<file path="config.mk">
export PLATFORM = sky130hd
export DESIGN_NAME = control_unit
export DESIGN_NICKNAME = d
export VERILOG_FILES = /design/src/rtl/control_unit.sv
export SDC_FILE = /design/constraint.sdc
export NUM_CORES = 1
export LEC_CHECK = 0
export ABC_AREA = 0
export CAP_MARGIN = 20
export CORE_AREA = 2 2 39 41
export CTS_CLUSTER_DIAMETER = 100
export DETAILED_ROUTE_END_ITERATION = 8
export DIE_AREA = 0 0 41 43
export PLACE_DENSITY = 0.68
export SLEW_MARGIN = 20
export SYNTH_ARGS = -nofsm -noshare
export SYNTH_HDL_FRONTEND = slang
export SYNTH_SLANG_ARGS = --single-unit
</file>
<file path="constraint.sdc">
create_clock -name clk -period 1 [get_ports clk]
set_input_delay 0.1 -clock clk [delete_from_list [all_inputs] [get_ports clk]]
set_output_delay 0.1 -clock clk [all_outputs]
set_load 0.02 [all_outputs]
</file>
<file path="src/rtl/control_unit.sv">
// Registered main decoder: opcode/Stall -> datapath control signals, one cycle latency.
// Build option: CONTROL_UNIT_STICKY_ILLEGAL_EN holds Illegal high until reset once it sets.
module control_unit (
  input  logic       clk,
  input  logic       rst,
  input  logic [4:0] opcode,
  input  logic       Stall,
  output logic       RegDst,
  output logic       Branch,
  output logic       MemRead,
  output logic       MemToReg,
  output logic [2:0] ALUop,
  output logic       MemWrite,
  output logic       ALUsrc,
  output logic       RegWrite,
  output logic       Illegal
);

  typedef enum logic [4:0] {
    OP_RTYPE = 5'h00,
    OP_ADDI  = 5'h01,
    OP_ANDI  = 5'h02,
    OP_ORI   = 5'h03,
    OP_SLTI  = 5'h04,
    OP_LW    = 5'h05,
    OP_SW    = 5'h06,
    OP_BEQ   = 5'h07,
    OP_XORI  = 5'h08,
    OP_LUI   = 5'h09,
    OP_NOP   = 5'h0A
  } opcode_e;

  typedef struct packed {
    logic       reg_dst;
    logic       branch;
    logic       mem_read;
    logic       mem_to_reg;
    logic [2:0] alu_op;
    logic       mem_write;
    logic       alu_src;
    logic       reg_write;
  } ctrl_t;

  ctrl_t ctrl_d, ctrl_q;
  logic  illegal_now;
  logic  illegal_d, illegal_q;

  // The all-zero word is simultaneously the reset value, NOP and the stall bubble.
  always_comb begin
    ctrl_d      = '0;
    illegal_now = 1'b0;
    if (!Stall) begin
      case (opcode)
        OP_RTYPE: begin
          ctrl_d.reg_dst   = 1'b1;
          ctrl_d.reg_write = 1'b1;
          ctrl_d.alu_op    = 3'b010;
        end
        OP_ADDI: begin
          ctrl_d.alu_src   = 1'b1;
          ctrl_d.reg_write = 1'b1;
          ctrl_d.alu_op    = 3'b000;
        end
        OP_ANDI: begin
          ctrl_d.alu_src   = 1'b1;
          ctrl_d.reg_write = 1'b1;
          ctrl_d.alu_op    = 3'b011;
        end
        OP_ORI: begin
          ctrl_d.alu_src   = 1'b1;
          ctrl_d.reg_write = 1'b1;
          ctrl_d.alu_op    = 3'b100;
        end
        OP_SLTI: begin
          ctrl_d.alu_src   = 1'b1;
          ctrl_d.reg_write = 1'b1;
          ctrl_d.alu_op    = 3'b101;
        end
        OP_LW: begin
          ctrl_d.alu_src    = 1'b1;
          ctrl_d.mem_read   = 1'b1;
          ctrl_d.mem_to_reg = 1'b1;
          ctrl_d.reg_write  = 1'b1;
          ctrl_d.alu_op     = 3'b000;
        end
        OP_SW: begin
          ctrl_d.alu_src   = 1'b1;
          ctrl_d.mem_write = 1'b1;
          ctrl_d.alu_op    = 3'b000;
        end
        OP_BEQ: begin
          ctrl_d.branch = 1'b1;
          ctrl_d.alu_op = 3'b001;
        end
        OP_XORI: begin
          ctrl_d.alu_src   = 1'b1;
          ctrl_d.reg_write = 1'b1;
          ctrl_d.alu_op    = 3'b110;
        end
        OP_LUI: begin
          ctrl_d.alu_src   = 1'b1;
          ctrl_d.reg_write = 1'b1;
          ctrl_d.alu_op    = 3'b111;
        end
        OP_NOP: ;
        default: illegal_now = 1'b1;
      endcase
    end
  end

`ifdef CONTROL_UNIT_STICKY_ILLEGAL_EN
  assign illegal_d = illegal_q | illegal_now;
`else
  assign illegal_d = illegal_now;
`endif

  always_ff @(posedge clk or posedge rst) begin
    if (rst) begin
      ctrl_q    <= '0;
      illegal_q <= 1'b0;
    end else begin
      ctrl_q    <= ctrl_d;
      illegal_q <= illegal_d;
    end
  end

  assign RegDst   = ctrl_q.reg_dst;
  assign Branch   = ctrl_q.branch;
  assign MemRead  = ctrl_q.mem_read;
  assign MemToReg = ctrl_q.mem_to_reg;
  assign ALUop    = ctrl_q.alu_op;
  assign MemWrite = ctrl_q.mem_write;
  assign ALUsrc   = ctrl_q.alu_src;
  assign RegWrite = ctrl_q.reg_write;
  assign Illegal  = illegal_q;

endmodule

</file>
==> out/qor.txt, run 1 <==
run status - complete, no violations
syn nets - 52
initial antenna violation count - 0
minimum clock period - 0.962 ns
async set or reset register ratio after synthesis - 1.00
FMAX - 1040 MHz
CTS Hold Bufs - 0
post-synthesis sequential area ratio - 0.517
clk root buf - clkbuf_4
VDD IR-drop max - 0.426 mV
Final Hold Fails - 0
first-pass GRT wire length - 1470 um
P per Cell Area - 1260 nW/um2
Total Die Area - 1760 um2
vias per cell - 4.81
fillers - 144
most common cell after layout, fill and taps aside - dfrtp_1
H-tree Lvls - 1
Critical path buffers and inverters - 1
core footprint - 1380 um2
Detailed Place HPWL - 701 um
Tot Pwr - 0.915 mW
total global-route track usage - 0.126
Final Wtd Congestion - 0.823
Synth Cell Area - 484 um2
slew margin rel. - 0.774
non-filler instance count after layout - 86
fin util - 0.524
Synth Flop Type - dfrtp_1
LEAKAGE - 0.352 nW
Slowest-stage cell, CP - dfrtp_1
commonest non-fill, non-tap cells in the layout - dfrtp_1, buf_4, dlygate4sd2_1, clkbuf_2
Seq cells post-synth - 10
RSZ-0062 raised after global routing - false
Yosys warning total - 0
Die Y - 43 um
CP endpoint kind - output port
Initial Util - 0.350
critical path's largest stage delay - 0.36 ns
total stage count of the critical path - 1
final setup fails - 0
hold crit path type - primary input to asynchronous set/reset pin
Routed Wire Length - 938 um
Mean Syn Cell Area - 11.0 um2
CP Class - register to output port
Inst Count DP - 82
register clock-pin slew on the reported worst setup and hold paths - 0.06 ns
die width - 41 um
Layout area overhead - 49.9%
postcts setup bufs - 0
largest net degree at the start of global routing - 11
TritonCTS clock tree - done
DR vias - 414
DR iter-0 viols - 3
Reg power frac - 0.458
Max Root-Sink Buffers - 2
DR WL/cell - 10.9 um
clock sinks - 10
critical path arrival - 0.86 ns
gr ovfl total - 0
internal power - 0.711 mW
Max-Cap Viols - 0
vias in the first global route - 371
worst endpoint required time - 0.90 ns
Net Sw Frac - 0.223
number of synthesized flops with an enable pin - 0
port buffer count - 18
Syn Inst Count - 44
startpoint types - register
P_sw - 0.204 mW
final worst-path cycle share - 0.962
critical path's top delay family - flip-flops
# DRC - 0
Least-Margin Pin Slew - 0.338 ns
std cell rows - 14
Slew Limit Fails - 0
synth unique cells - 22
combinational share of power - 0.171
ratio of cells with drive above 1 in the final layout - 0.414
Antenna Nets Post-Route - 0
IO Pins - 19
critical path cell sequence - clkdlybuf4s15_2
clock network power share - 0.372
drt pass-1 iters - 3
final net count - 79
CTS Buf Count - 3
n_diodes - 0
Worst Path Max Fanout - 1
cell type report:
class                   instances  area [um2]  share of cell area
well taps                      16        20.0              0.0276
multi-input cells              28         211               0.291
flip-flops and latches         10         250               0.345
clock buffers                   4        36.3              0.0500
inverters                       1        3.75             0.00517
repair buffers                 27         204               0.281
cells in the mapped netlist, types with 2 or more instances:
cell type	instances	share of area
dfrtp_1	10	0.52
nor2_1	3	0.023
nor3_1	3	0.031
a21o_1	2	0.031
a21oi_1	2	0.021
buf_2	2	0.021
clkbuf_1	2	0.016
nand2_1	2	0.016
nor3b_1	2	0.031
nor3b_2	2	0.052
o31a_1	2	0.036
or4_1	2	0.031
timing repair:
| item | CTS | global route |
|---|---|---|
| hold endpoints to repair | 0 | 0 |
| gates resized for setup | 34 | 8 |
| pin swaps | 2 | 0 |
| setup endpoints to repair | 21 | 8 |
cell families (layout without fill, tap and decap cells):
kind of cell | Yosys count | after routing | share of synthesized area
compound gates | 6 | 6 | 0.0879
xor+xnor | 1 | 1 | 0.0181
fa+ha+maj | 1 | 1 | 0.0207
buf+inv | 6 | 32 | 0.0594
flops | 10 | 10 | 0.517
mux | 1 | 1 | 0.0233
simple gates | 19 | 19 | 0.274
worst paths after layout:
path                            end  slack, ns     start
worst min-delay path       MemWrite       0.11       rst
min in group clk           ALUop[1]       0.23     Stall
max in group asynchronous  ALUop[0]       0.64       rst
worst max-delay path       MemWrite       0.04  MemWrite
per-stage QoR:
stage          hold slack (ns)  area [um2]  TNS [ns]  worst slack [ns]
5_1_grt                  0.155         726         0           0.00782
6_report                 0.109         726         0            0.0378
3_3_place_gp             0.385         727     -3.48            -0.385
3_5_place_dp             0.384         727     -3.68            -0.421
2_1_floorplan          -0.0598         484         0            0.0501
4_1_cts                  0.119         768         0           0.00433
routing by layer:
layer	part of all wire	vias to the layer above	GRT usage
li1	-	211	-
met1	0.41	185	0.138
met2	0.51	16	0.203
met3	0.069	2	0.0157
met4	0.013	0	0.100
met5	0	-	0
power by group through the flow:
| stage | combinational [mW] | sequential, mW | clock, mW |
|---|---|---|---|
| after global placement | 0.173 | 0.426 | 0 |
| after CTS | 0.162 | 0.419 | 0.349 |
| final | 0.156 | 0.419 | 0.340 |
| after floorplan | 0.0662 | 0.442 | 0 |
| after detailed placement | 0.173 | 0.426 | 0 |
| after global routing | 0.171 | 0.419 | 0.367 |
flip-flops by register name, indices dropped and copies added (netlist names):
register,cells
ALUop,3
ALUsrc,1
Branch,1
Illegal,1
MemRead,1
MemWrite,1
RegDst,1
RegWrite,1
No activity file was read; power rests on OpenSTA's default activity.
==> run 2, diff against run 1 <==
==> constraint.sdc (replaced) <==
create_clock -name clk -period 1 [get_ports clk]
set_input_delay 0.1 -clock clk [delete_from_list [all_inputs] [get_ports clk]]
set_output_delay 0.1 -clock clk [all_outputs]
set_load 0.1 [all_outputs]
==> out/qor.txt, run 2 (synthesis results as in run 1) <==
Final Wtd Congestion - 0.814 (was 0.823)
Layout area overhead - 82.4% (was 49.9%)
Routed Wire Length - 922 um (was 938 um)
largest net degree at the start of global routing - 11 (unchanged)
Final Hold Fails - 0 (unchanged)
final setup fails - 2 (was 0)
final worst-path cycle share - 1.04 (was 0.962)
clock sinks - 10 (unchanged)
FMAX - 965 MHz (was 1040 MHz)
DR vias - 435 (was 414)
LEAKAGE - 0.396 nW (was 0.352 nW)
min setup slack post-route - -0.0367 ns (was 0.0378 ns)
Detailed Place HPWL - 770 um (was 701 um)
CP endpoint kind - output port (unchanged)
DR iter-0 viols - 7 (was 3)
most common cell after layout, fill and taps aside - buf_12 (was dfrtp_1)
critical path's largest stage delay - 0.50 ns (was 0.36 ns)
Total Die Area - 1760 um2 (unchanged)
Initial Util - 0.350 (unchanged)
critical path cell sequence - buf_12 (was clkdlybuf4s15_2)
std cell rows - 14 (unchanged)
critical path's top delay family - flip-flops (unchanged)
total global-route track usage - 0.143 (was 0.126)
# DRC - 0 (unchanged)
vias per cell - 5.00 (was 4.81)
CTS Buf Count - 3 (unchanged)
VDD IR-drop max - 0.543 mV (was 0.426 mV)
number of flip-flops in the largest register - 3 (unchanged)
IO Pins - 19 (unchanged)
Worst Path Max Fanout - 2 (was 1)
gr ovfl total - 0 (unchanged)
CP Class - register to output port (unchanged)
ratio of cells with drive above 1 in the final layout - 0.437 (was 0.414)
clk root buf - clkbuf_4 (unchanged)
DR WL/cell - 10.6 um (was 10.9 um)
RSZ-0062 raised after global routing - true (was false)
register clock-pin slew on the reported worst setup and hold paths - 0.06 ns (about the same)
Max Root-Sink Buffers - 2 (unchanged)
run status - finished, violations left (was complete, no violations)
core footprint - 1380 um2 (unchanged)
port buffer count - 18 (unchanged)
Post-Place Worst Slack - -0.468 ns (was -0.421 ns)
drt pass-1 iters - 4 (was 3)
commonest non-fill, non-tap cells in the layout - buf_12, buf_4, dfrtp_1 (was dfrtp_1, buf_4, dlygate4sd2_1, clkbuf_2)
TritonCTS clock tree - done (unchanged)
die width - 41 um (unchanged)
minimum clock period - 1.04 ns (was 0.962 ns)
Max-Cap Viols - 0 (unchanged)
Slowest-stage cell, CP - dfrtp_4 (was dfrtp_1)
postcts setup bufs - 0 (unchanged)
Hold WS - 0.112 ns (was 0.109 ns)
P per Cell Area - 1180 nW/um2 (was 1260 nW/um2)
Slew Limit Fails - 0 (unchanged)
critical path arrival - 0.94 ns (was 0.86 ns)
slew margin rel. - 0.777 (was 0.774)
startpoint types - register (unchanged)
n_diodes - 0 (unchanged)
H-tree Lvls - 1 (unchanged)
Critical path buffers and inverters - 1 (unchanged)
initial antenna violation count - 0 (unchanged)
failing checks - setup timing
CTS Hold Bufs - 0 (unchanged)
Die Y - 43 um (unchanged)
worst endpoint required time - 0.90 ns (about the same)
hold crit path type - primary input to asynchronous set/reset pin (unchanged)
final net count - 80 (was 79)
vias in the first global route - 423 (was 371)
first-pass GRT wire length - 1660 um (was 1470 um)
Least-Margin Pin Slew - 0.334 ns (was 0.338 ns)
Antenna Nets Post-Route - 0 (unchanged)
run 2: cell types whose count changed in the layout (fill, tap and decap cells not counted), sizes merged:
cell,before,now
clkdlybuf4s15,3,0
clkbuf,10,4
buf,11,21
run 2: routing by layer:
metal	routed length (um)	track usage
met1	366	0.173
met2	481	0.203
met3	59	0.0471
met4	14	0.100
met5	0	0
run 2: worst paths after layout:
| path | depth (start not counted) | slack [ns] | startpoint | end |
|---|---|---|---|---|
| min in group clk | 2 | 0.27 | Stall | ALUop[1] |
| min | 2 | 0.11 | rst | ALUsrc |
| max | 1 | -0.04 | MemRead | MemToReg |
| max in group asynchronous | 2 | 0.61 | rst | MemRead |
run 2: area by class of cell:
type	count	area [um2]
clock buffers	4	36.3
fillers	117	500
inverters	1	3.75
multi-input cells	28	211
flip-flops and latches	10	254
well taps	16	20.0
repair buffers	28	358
run 2: through the flow:
stage	utilization	cell area, um2	setup TNS, ns	total power, mW	std cells
after floorplan	-	492	0	0.584	44
after global placement	0.613	848	-3.49	0.710	83
after detailed placement	0.613	848	-3.80	0.714	83
after CTS	0.638	883	-0.0945	1.06	87
after global routing	0.638	883	-0.140	1.10	87
final	0.638	883	-0.0732	1.04	87
run 2: repair_timing:
| item | CTS | global route |
|---|---|---|
| gates cloned | 0 | 0 |
| resized for setup | 7 | 0 |
| endpoints found under the hold margin | 0 | 0 |
| pin swaps | 2 | 0 |
| setup endpoints to repair | 12 | 2 |
run 2: where the power goes:
part | total (mW) | internal, mW | switching (mW)
logic | 0.273 | 0.114 | 0.159
clock network | 0.345 | 0.220 | 0.125
registers | 0.426 | 0.417 | 0.00966
total | 1.04 | 0.751 | 0.293
